==> src/rtl/float_fixed_conversion_pkg.sv <==
// Shared widths, saturation constant, FSM states and input classes for the
// float-to-fixed converter.
package float_fixed_conversion_pkg;

  localparam int unsigned FIXED_W  = 22;
  localparam int unsigned FRAC_W   = 20;
  localparam int unsigned EXP_BIAS = 127;
  localparam int unsigned MANT_W   = 23;
  localparam int unsigned EXP_W    = 8;
  localparam int unsigned MAG_W    = FIXED_W - 1;
  localparam int unsigned SH_W     = 5;

  localparam logic [MAG_W-1:0] SAT_MAG = 21'h1FFFFF;

  typedef enum logic [1:0] {
    IDLE,
    SHIFT,
    DONE
  } state_t;

  typedef enum logic [1:0] {
    NORMAL,
    ZERO,
    OVF,
    NAN
  } cls_t;

endpackage

==> src/rtl/float_fixed_conversion_classify.sv <==
// Combinational IEEE-754 single classification and right-shift amount for
// alignment into the 1.20 fixed-point grid.
module float_classify
  import float_fixed_conversion_pkg::*;
(
  input  logic [EXP_W-1:0]  e,
  input  logic [MANT_W-1:0] m,
  output cls_t              cls,
  output logic [SH_W-1:0]   sh
);

  // 23 mantissa bits minus 20 fraction bits, plus the bias
  localparam int unsigned SH_BASE = MANT_W - FRAC_W + EXP_BIAS;

  logic [EXP_W:0] diff;

  always_comb begin
    diff = (EXP_W+1)'(SH_BASE) - (EXP_W+1)'(e);
    cls  = NORMAL;
    sh   = diff[SH_W-1:0];
    if (e == {EXP_W{1'b1}}) begin
      cls = (m != '0) ? NAN : OVF;
    end else if (e > EXP_W'(EXP_BIAS)) begin
      cls = OVF;
    end else if (e == '0) begin
      cls = ZERO;
    end else if (diff >= (EXP_W+1)'(MANT_W + 1)) begin
      // everything shifts out: underflow to zero
      cls = ZERO;
      sh  = SH_W'(MANT_W + 1);
    end
  end

endmodule

==> src/rtl/float_fixed_conversion.sv <==
// IEEE-754 single to 22-bit sign-magnitude 1.20 fixed point, one right shift
// per clock, with saturation and NaN flagging on an enable/done handshake.
module float_fixed_conversion
  import float_fixed_conversion_pkg::*;
(
  input  logic               clk,
  input  logic               rst_n,
  input  logic               enable,
  input  logic [31:0]        data,
  output logic [FIXED_W-1:0] result,
  output logic               done,
  output logic               overflow,
  output logic               invalid
);

  state_t            state;
  cls_t              cls;
  cls_t              cls_c;
  logic [SH_W-1:0]   sh_c;
  logic [SH_W-1:0]   cnt;
  logic [MANT_W:0]   sig;
  logic              sgn;

  float_classify u_classify (
    .e   (data[30:23]),
    .m   (data[22:0]),
    .cls (cls_c),
    .sh  (sh_c)
  );

  always_ff @(posedge clk or negedge rst_n) begin
    if (!rst_n) begin
      state    <= IDLE;
      cls      <= NORMAL;
      cnt      <= '0;
      sig      <= '0;
      sgn      <= 1'b0;
      result   <= '0;
      done     <= 1'b0;
      overflow <= 1'b0;
      invalid  <= 1'b0;
    end else begin
      case (state)
        IDLE: begin
          if (enable) begin
            sgn   <= data[31];
            sig   <= {1'b1, data[22:0]};
            cnt   <= (cls_c == NORMAL) ? sh_c : '0;
            cls   <= cls_c;
            state <= SHIFT;
          end
        end
        SHIFT: begin
          if (!enable) begin
            state <= IDLE;
          end else if (cnt != '0) begin
            sig <= sig >> 1;
            cnt <= cnt - SH_W'(1);
          end else begin
            // zero magnitude never carries a sign
            case (cls)
              NORMAL: begin
                result   <= {sgn & (|sig[MAG_W-1:0]), sig[MAG_W-1:0]};
                overflow <= 1'b0;
                invalid  <= 1'b0;
              end
              OVF: begin
                result   <= {sgn, SAT_MAG};
                overflow <= 1'b1;
                invalid  <= 1'b0;
              end
              NAN: begin
                result   <= '0;
                overflow <= 1'b0;
                invalid  <= 1'b1;
              end
              default: begin
                result   <= '0;
                overflow <= 1'b0;
                invalid  <= 1'b0;
              end
            endcase
            done  <= 1'b1;
            state <= DONE;
          end
        end
        DONE: begin
          if (!enable) begin
            done  <= 1'b0;
            state <= IDLE;
          end
        end
        default: state <= IDLE;
      endcase
    end
  end

endmodule

==> config.mk <==
export PLATFORM = sky130hd
export DESIGN_NAME = float_fixed_conversion
export DESIGN_NICKNAME = d
export VERILOG_FILES = /design/src/rtl/float_fixed_conversion_pkg.sv /design/src/rtl/float_fixed_conversion_classify.sv /design/src/rtl/float_fixed_conversion.sv
export SDC_FILE = /design/constraint.sdc
export NUM_CORES = 1
export LEC_CHECK = 0
export CAP_MARGIN = 20
export CORE_MARGIN = 4
export CORE_UTILIZATION = 50
export DETAILED_ROUTE_END_ITERATION = 6
export PLACE_DENSITY = 0.78
export SYNTH_ARGS = -nofsm -noshare
export SYNTH_HDL_FRONTEND = slang
export SYNTH_SLANG_ARGS = --single-unit
==> constraint.sdc <==
create_clock -name clk -period 2.29 [get_ports clk]
set_input_delay 0.458 -clock clk [delete_from_list [all_inputs] [get_ports clk]]
set_output_delay 0.458 -clock clk [all_outputs]
set_load 0.005 [all_outputs]
==> results of run 1 <==
## critical path, delay by kind of cell
family          cells  cell delay [ns]
compound gates      2             0.41
simple gates        2             0.56
fa+ha+maj           1             0.30
buf+inv             1             0.53
## through the flow
step | hold slack (ns) | instances
2_1_floorplan | 0.162 | 316
3_3_place_gp | 0.459 | 441
3_5_place_dp | 0.466 | 441
5_1_grt | 0.136 | 457
6_report | 0.116 | 457
4_1_cts | 0.122 | 457
## state kept, by name, indices dropped and copies added, names as in the netlist
| signal | flops |
|---|---|
| invalid | 1 |
| sig | 24 |
| done | 1 |
| result | 22 |
| cnt | 5 |
| overflow | 1 |
| cls | 2 |
| sgn | 1 |
| state | 2 |
## final cells by class
cell class / instances / area share (%)
inverter: 7 / 0.670
clock inverter: 6 / 2.04
clock buffer: 10 / 3.25
timing repair buffer: 70 / 17.7
tap: 75 / 2.39
sequential: 59 / 37.6
multi-input combinational: 230 / 36.3
## worst min-delay path by stage
stage,startpoint,to,slack (ns)
6_report,rst_n,result[7],0.12
2_1_floorplan,rst_n,cls[0],0.16
3_3_place_gp,result[11],result[11],0.46
4_1_cts,rst_n,done,0.12
3_5_place_dp,result[2],result[2],0.47
5_1_grt,rst_n,result[7],0.14
## kinds of logic (layout without fill, tap and decap cells)
family	count (synthesis)	after routing	synth area share (%)
simple gates	122	122	18.7
compound gates	73	73	16.5
flops	59	59	48.9
mux	28	28	9.36
buf+inv	27	93	4.02
fa+ha+maj	4	4	1.66
xor+xnor	3	3	0.870
## power by group through the flow
stage	combinational, µW	clock, µW	sequential (µW)
5_1_grt	1880	1070	1990
4_1_cts	1710	1030	1910
2_1_floorplan	1090	0	1770
3_3_place_gp	1640	0	1910
6_report	1690	1010	1910
3_5_place_dp	1690	0	1930
## routing by layer
metal  share of wire, %  track usage, %  up-vias  wire (µm)
li1                   -               -     1258          -
met1                 45            27.4     1231       3160
met2                 49            33.2       63       3440
met3                4.6            4.13       10        327
met4                1.6            8.20        0        110
met5                  0               0        -          0
## synthesized netlist by cell type (4+ instances only)
master    instances
mux2i_1          26
nor2_1           28
buf_2            10
nor4_1           10
nor3_1            7
inv_1             6
nand2b_1          4
nand4_1           5
nor2b_1           4
clkbuf_1          8
o21ai_0          34
ha_1              4
dfrtp_1          59
nand2_1          54
o31ai_1          21
==> reports/results.ini, run 1 <==
[clock_tree]
numCtsBuffers = 9
cts-root-buf = clkbuf_8
cts_max_level = 3
cts_hold_buffers = 0
clk_latency_ns = 0.34
clk_pin_slew_ns = 0.06
cts.sinks = 59
cts_max_path_buffers = 2
cts_setup_buffers = 0
cts-resized-gates = 0
cts_tree = done

[die]
die-area_um2 = 7350
row_count = 28
ios = 60
design.core.area_um2 = 5890
initial_core_util_pct = 51.3
die_height_um = 85.7
die_x_um = 85.7

[placed_design]
placed_area_um2 = 3710
dp_slack_ns = -0.0414
dp_hpwl_mm = 5.13
gp_congestion = 0.948
port_buffers = 59

[worst_setup_path]
worst_path_max_delay_cell = clkdlybuf4s50_1
required_ns = 2.54
max_stage_delay_ns = 0.53
crit_chain = clkdlybuf4s50_1 > ha_1 > nor2_1 > or4b_1 > a41o_1 > a41oi_2
worstPathArrival_ns = 2.26
critPathCapture = cls[0]
r2r-end = result[5]
rr_startpoint = cnt[0]
endpoint_kind = flip-flop
startpoint_type = input pin
reg2regPathDepth = 6
critPathLaunch = data[23]
r2r_slack_ns = 0.41
critPathMaxFanout = 6
crit_type = in -> reg

[pwr]
p_per_area_nw_per_um2 = 1180
power_uw = 4620
swShare_pct = 36.2
ir_drop_mv = 0.544
clkPwrFrac_pct = 21.9
intPower_uw = 2940
seqPwrFrac_pct = 41.4
p_sw_uw = 1670
pwr-share-comb_pct = 36.6
leakagePower_uw = 0.00170

[synth]
syn_inst = 316
synth_top_cell_area_share_pct = 48.9
async_reset_ff_share_pct = 100
synthDistinctLibCells = 42
mappedNetlistNets = 355
ys.flop_type = dfrtp_1
syn_area_um2 = 3020
ys_warn_count = 0
synth_edf_count = 0
yosysTopAreaCell = dfrtp_1
synth_seq_area_share_pct = 48.9
ys_ff_latch = 59
synthTopCellsByArea = dfrtp_1 49%, mux2i_1 8.6%, nand2_1 6.7%, o21ai_0 5.6%, o31ai_1 5.2%
syn_avg_cell_area_um2 = 9.56

[sta]
fmax_mhz = 497
rsz0062_at_grt = no
max_slew_margin_pct = 47.9
finClkSkew_ns = 0.0121
fin_ws_ns = 0.278
hold_viol_final = 0
worstMarginPinSlew_ns = 0.782
finalCriticalPeriod_ns = 2.01
timing.setup.tns_ns = 0
drv_slew = 0
setup_viol = 0
period_share_pct = 87.9

[run]
cap_violations = 0

[layout]
area_delta_synth_final_pct = 29.9
final_cell_mix = 59 x dfrtp_1, 58 x clkdlybuf4s50_1, 54 x nand2_1
finalCoreUtilization_pct = 66.6
multiInputGateArea_um2 = 1430
ff_latch_area_um2 = 1480
drive_gt1_share_pct = 9.42
layout_commonest_cell = dfrtp_1
fillers = 490
diodes = 0
final_area_um2 = 3920
nets = 416

[drt]
ant_nets = 0
vias_per_cell = 5.61
dr.pass1.iters = 4
drt-total-wl_mm = 7.04
wl_per_cell_um = 15.4
drtIter0Drc = 146
drc = 0
dr_total_vias = 2562

[global_route]
grt_pass1_wl_mm = 12.0
grt_usage_pct = 20.6
antenna_found_initial = 0
grt_pass1_vias = 2480
grt_max_degree = 60
gr-total-overflow = 0

[run_status]
outcome = complete, no violations

[hold_path]
hp-class = in -> async

No activity file was read; power rests on OpenSTA's default activity.
==> run 2, diff against run 1 <==
--- a/config.mk
+++ b/config.mk
@@ -6,10 +6,11 @@
 export NUM_CORES = 1
 export LEC_CHECK = 0
 export CAP_MARGIN = 20
+export CORE_ASPECT_RATIO = 0.5
 export CORE_MARGIN = 4
-export CORE_UTILIZATION = 50
+export CORE_UTILIZATION = 49
 export DETAILED_ROUTE_END_ITERATION = 6
-export PLACE_DENSITY = 0.78
+export PLACE_DENSITY = 0.76
 export SYNTH_ARGS = -nofsm -noshare
 export SYNTH_HDL_FRONTEND = slang
 export SYNTH_SLANG_ARGS = --single-unit
==> run 2 against run 1 <==
Sequential power hardly changed. Wire length is 4.9% higher. Largest cell class unchanged. Combinational power hardly changed. First-iteration DRC count is 29% higher. Clock skew is 0.0067 ns lower. Utilization is 3.6 points higher. Via count is 1.1% lower. Setup slack better by 0.0083 ns. Flip-flop and latch count stayed put. Clock power is 44% higher. Worst hold slack better by 0.16 ns.
==> reports/results.ini, run 2 (synthesis gave the netlist of run 1 again) <==
[run_status]
outcome = complete, no violations

[worst_setup_path]
crit_type = in -> reg
rr_startpoint = cnt[0]
worstPathArrival_ns = 2.23  ; -0.03 ns
critPathLaunch = data[24]
worst_path_max_delay_cell = clkdlybuf4s50_1
required_ns = 2.52  ; -0.02 ns
crit_family = buffers and inverters
crit_chain = clkdlybuf4s50_1 > ha_1 > nand3b_1 > mux2i_1 > o2111ai_1 > o221ai_1
critPathMaxFanout = 6  ; unchanged
max_stage_delay_ns = 0.60  ; +0.07 ns
startpoint_type = input pin
cp.buffers_inverters = 1  ; unchanged
endpoint_kind = flip-flop

[sta]
fmax_mhz = 499  ; +0.41%
worstMarginPinSlew_ns = 0.777  ; -0.00480 ns
rsz0062_at_grt = no
max_slew_margin_pct = 48.2  ; +0.32 points
fin_ws_ns = 0.286  ; +0.00827 ns
hold_viol_final = 0  ; unchanged
finClkSkew_ns = 0.00540  ; -0.00669 ns
finalCriticalPeriod_ns = 2.00  ; -0.00827 ns
holdWs_ns = 0.276  ; +0.160 ns
period_share_pct = 87.5  ; -0.36 points
drv_slew = 0  ; unchanged
setup_viol = 0  ; unchanged
timing.setup.tns_ns = 0  ; unchanged

[clock_tree]
cts-resized-gates = 0  ; unchanged
cts_hold_buffers = 0  ; unchanged
cts.sinks = 59  ; unchanged
clk_pin_slew_ns = 0.05  ; about the same
cts-root-buf = clkbuf_16
cts_max_level = 3  ; unchanged
cts_max_path_buffers = 2  ; unchanged
numCtsBuffers = 9  ; unchanged
cts_setup_buffers = 0  ; unchanged
cts_tree = done
clk_latency_ns = 0.32  ; -0.02 ns

[layout]
final_cell_mix = 59 x dfrtp_1, 58 x clkdlybuf4s50_1, 54 x nand2_1
nets = 416  ; unchanged
drive_gt1_share_pct = 9.69  ; +0.26 points
area_delta_synth_final_pct = 33.3
largest_reg_flops = 24  ; unchanged
diodes = 0  ; unchanged
layout_commonest_cell = dfrtp_1
regMostFlops = sig
top_regs = sig x24, result x22, cnt x5
fillers = 417  ; -15%

[die]
initial_core_util_pct = 52.7  ; +1.4 points
row_count = 19  ; -32%
design.core.area_um2 = 5730  ; -2.7%
die-area_um2 = 7560  ; +2.9%
die_x_um = 119  ; +39%
die_height_um = 63.5  ; -26%
ios = 60  ; unchanged

[placed_design]
dp_slack_ns = -0.0281  ; +0.0133 ns
port_buffers = 59  ; unchanged
dp_hpwl_mm = 5.33  ; +3.8%
gp_congestion = 0.868  ; -8.4%

[run]
cap_violations = 0  ; unchanged

[global_route]
grt_pass1_wl_mm = 12.6  ; +5.2%
grt_max_degree = 60  ; unchanged
antenna_found_initial = 0  ; unchanged
gr-total-overflow = 0  ; unchanged
grt_pass1_vias = 2577  ; +3.9%
grt_usage_pct = 20.7  ; +0.11 points

[pwr]
leakagePower_uw = 0.00173  ; +2.2%
ir_drop_mv = 0.496  ; -8.7%
p_per_area_nw_per_um2 = 1260  ; +6.7%

[drt]
ant_nets = 0  ; unchanged
dr.pass1.iters = 4  ; unchanged
wl_per_cell_um = 15.8  ; +2.9%
vias_per_cell = 5.44  ; -3.0%
drt-total-wl_mm = 7.38  ; +4.9%
drc = 0  ; unchanged
drtIter0Drc = 189  ; +29%
dr_total_vias = 2535  ; -1.1%

[hold_path]
hp-class = in -> async

## run 2: cell types whose count changed in the layout (fill, tap and decap cells not counted)
cell,before,now
buf_12,2,0
clkbuf_16,0,9
clkinv_4,0,1
clkbuf_1,1,0
inv_6,0,2
buf_4,9,11
clkinvlp_4,0,1
clkinv_2,4,1
clkbuf_8,9,0
## run 2: final timing paths
path / to / slack (ns) / depth (start not counted)
setup / recovery: cnt[4] / 0.29 / 6
hold / removal: state[0] / 0.28 / 2
setup reg to reg: sig[11] / 0.38 / 6
hold reg to reg: invalid / 0.47 / 2
max in group asynchronous: result[11] / 1.51 / 2
min in group clk: invalid / 0.47 / 2
## run 2: report_power, final
group	switching, µW	internal, µW	leakage, µW
Clock	490	959	0.000156
Sequential	450	1470	0.000745
Combinational	838	846	0.000832
Total	1780	3270	0.00173
## run 2: metrics by stage
step / cells / utilization (%) / power, µW / instance area (µm²)
6_report: 466 / 70.3 / 5050 / 4030
3_3_place_gp: 450 / 64.6 / 3530 / 3700
5_1_grt: 466 / 70.3 / 5410 / 4030
4_1_cts: 466 / 70.3 / 5070 / 4030
3_5_place_dp: 450 / 64.6 / 3600 / 3700
2_1_floorplan: 316 / - / 2870 / 3020
## run 2: cell type report
| class | instances | area (µm²) | area share, % |
|---|---|---|---|
| timing repair buffer | 70 | 668 | 16.6 |
| inverter | 7 | 26.3 | 0.653 |
| tap | 84 | 105 | 2.61 |
| sequential | 59 | 1480 | 36.7 |
| multi-input combinational | 230 | 1430 | 35.4 |
| clock inverter | 7 | 98.8 | 2.46 |
| clock buffer | 9 | 225 | 5.60 |
## run 2: layer usage
layer | routed length (µm) | GRT usage (%) | vias up
met2 | 3480 | 33.2 | 81
li1 | - | - | 1260
met4 | 91 | 6.49 | 0
met5 | 0 | 0 | -
met3 | 418 | 5.36 | 10
met1 | 3400 | 27.7 | 1184
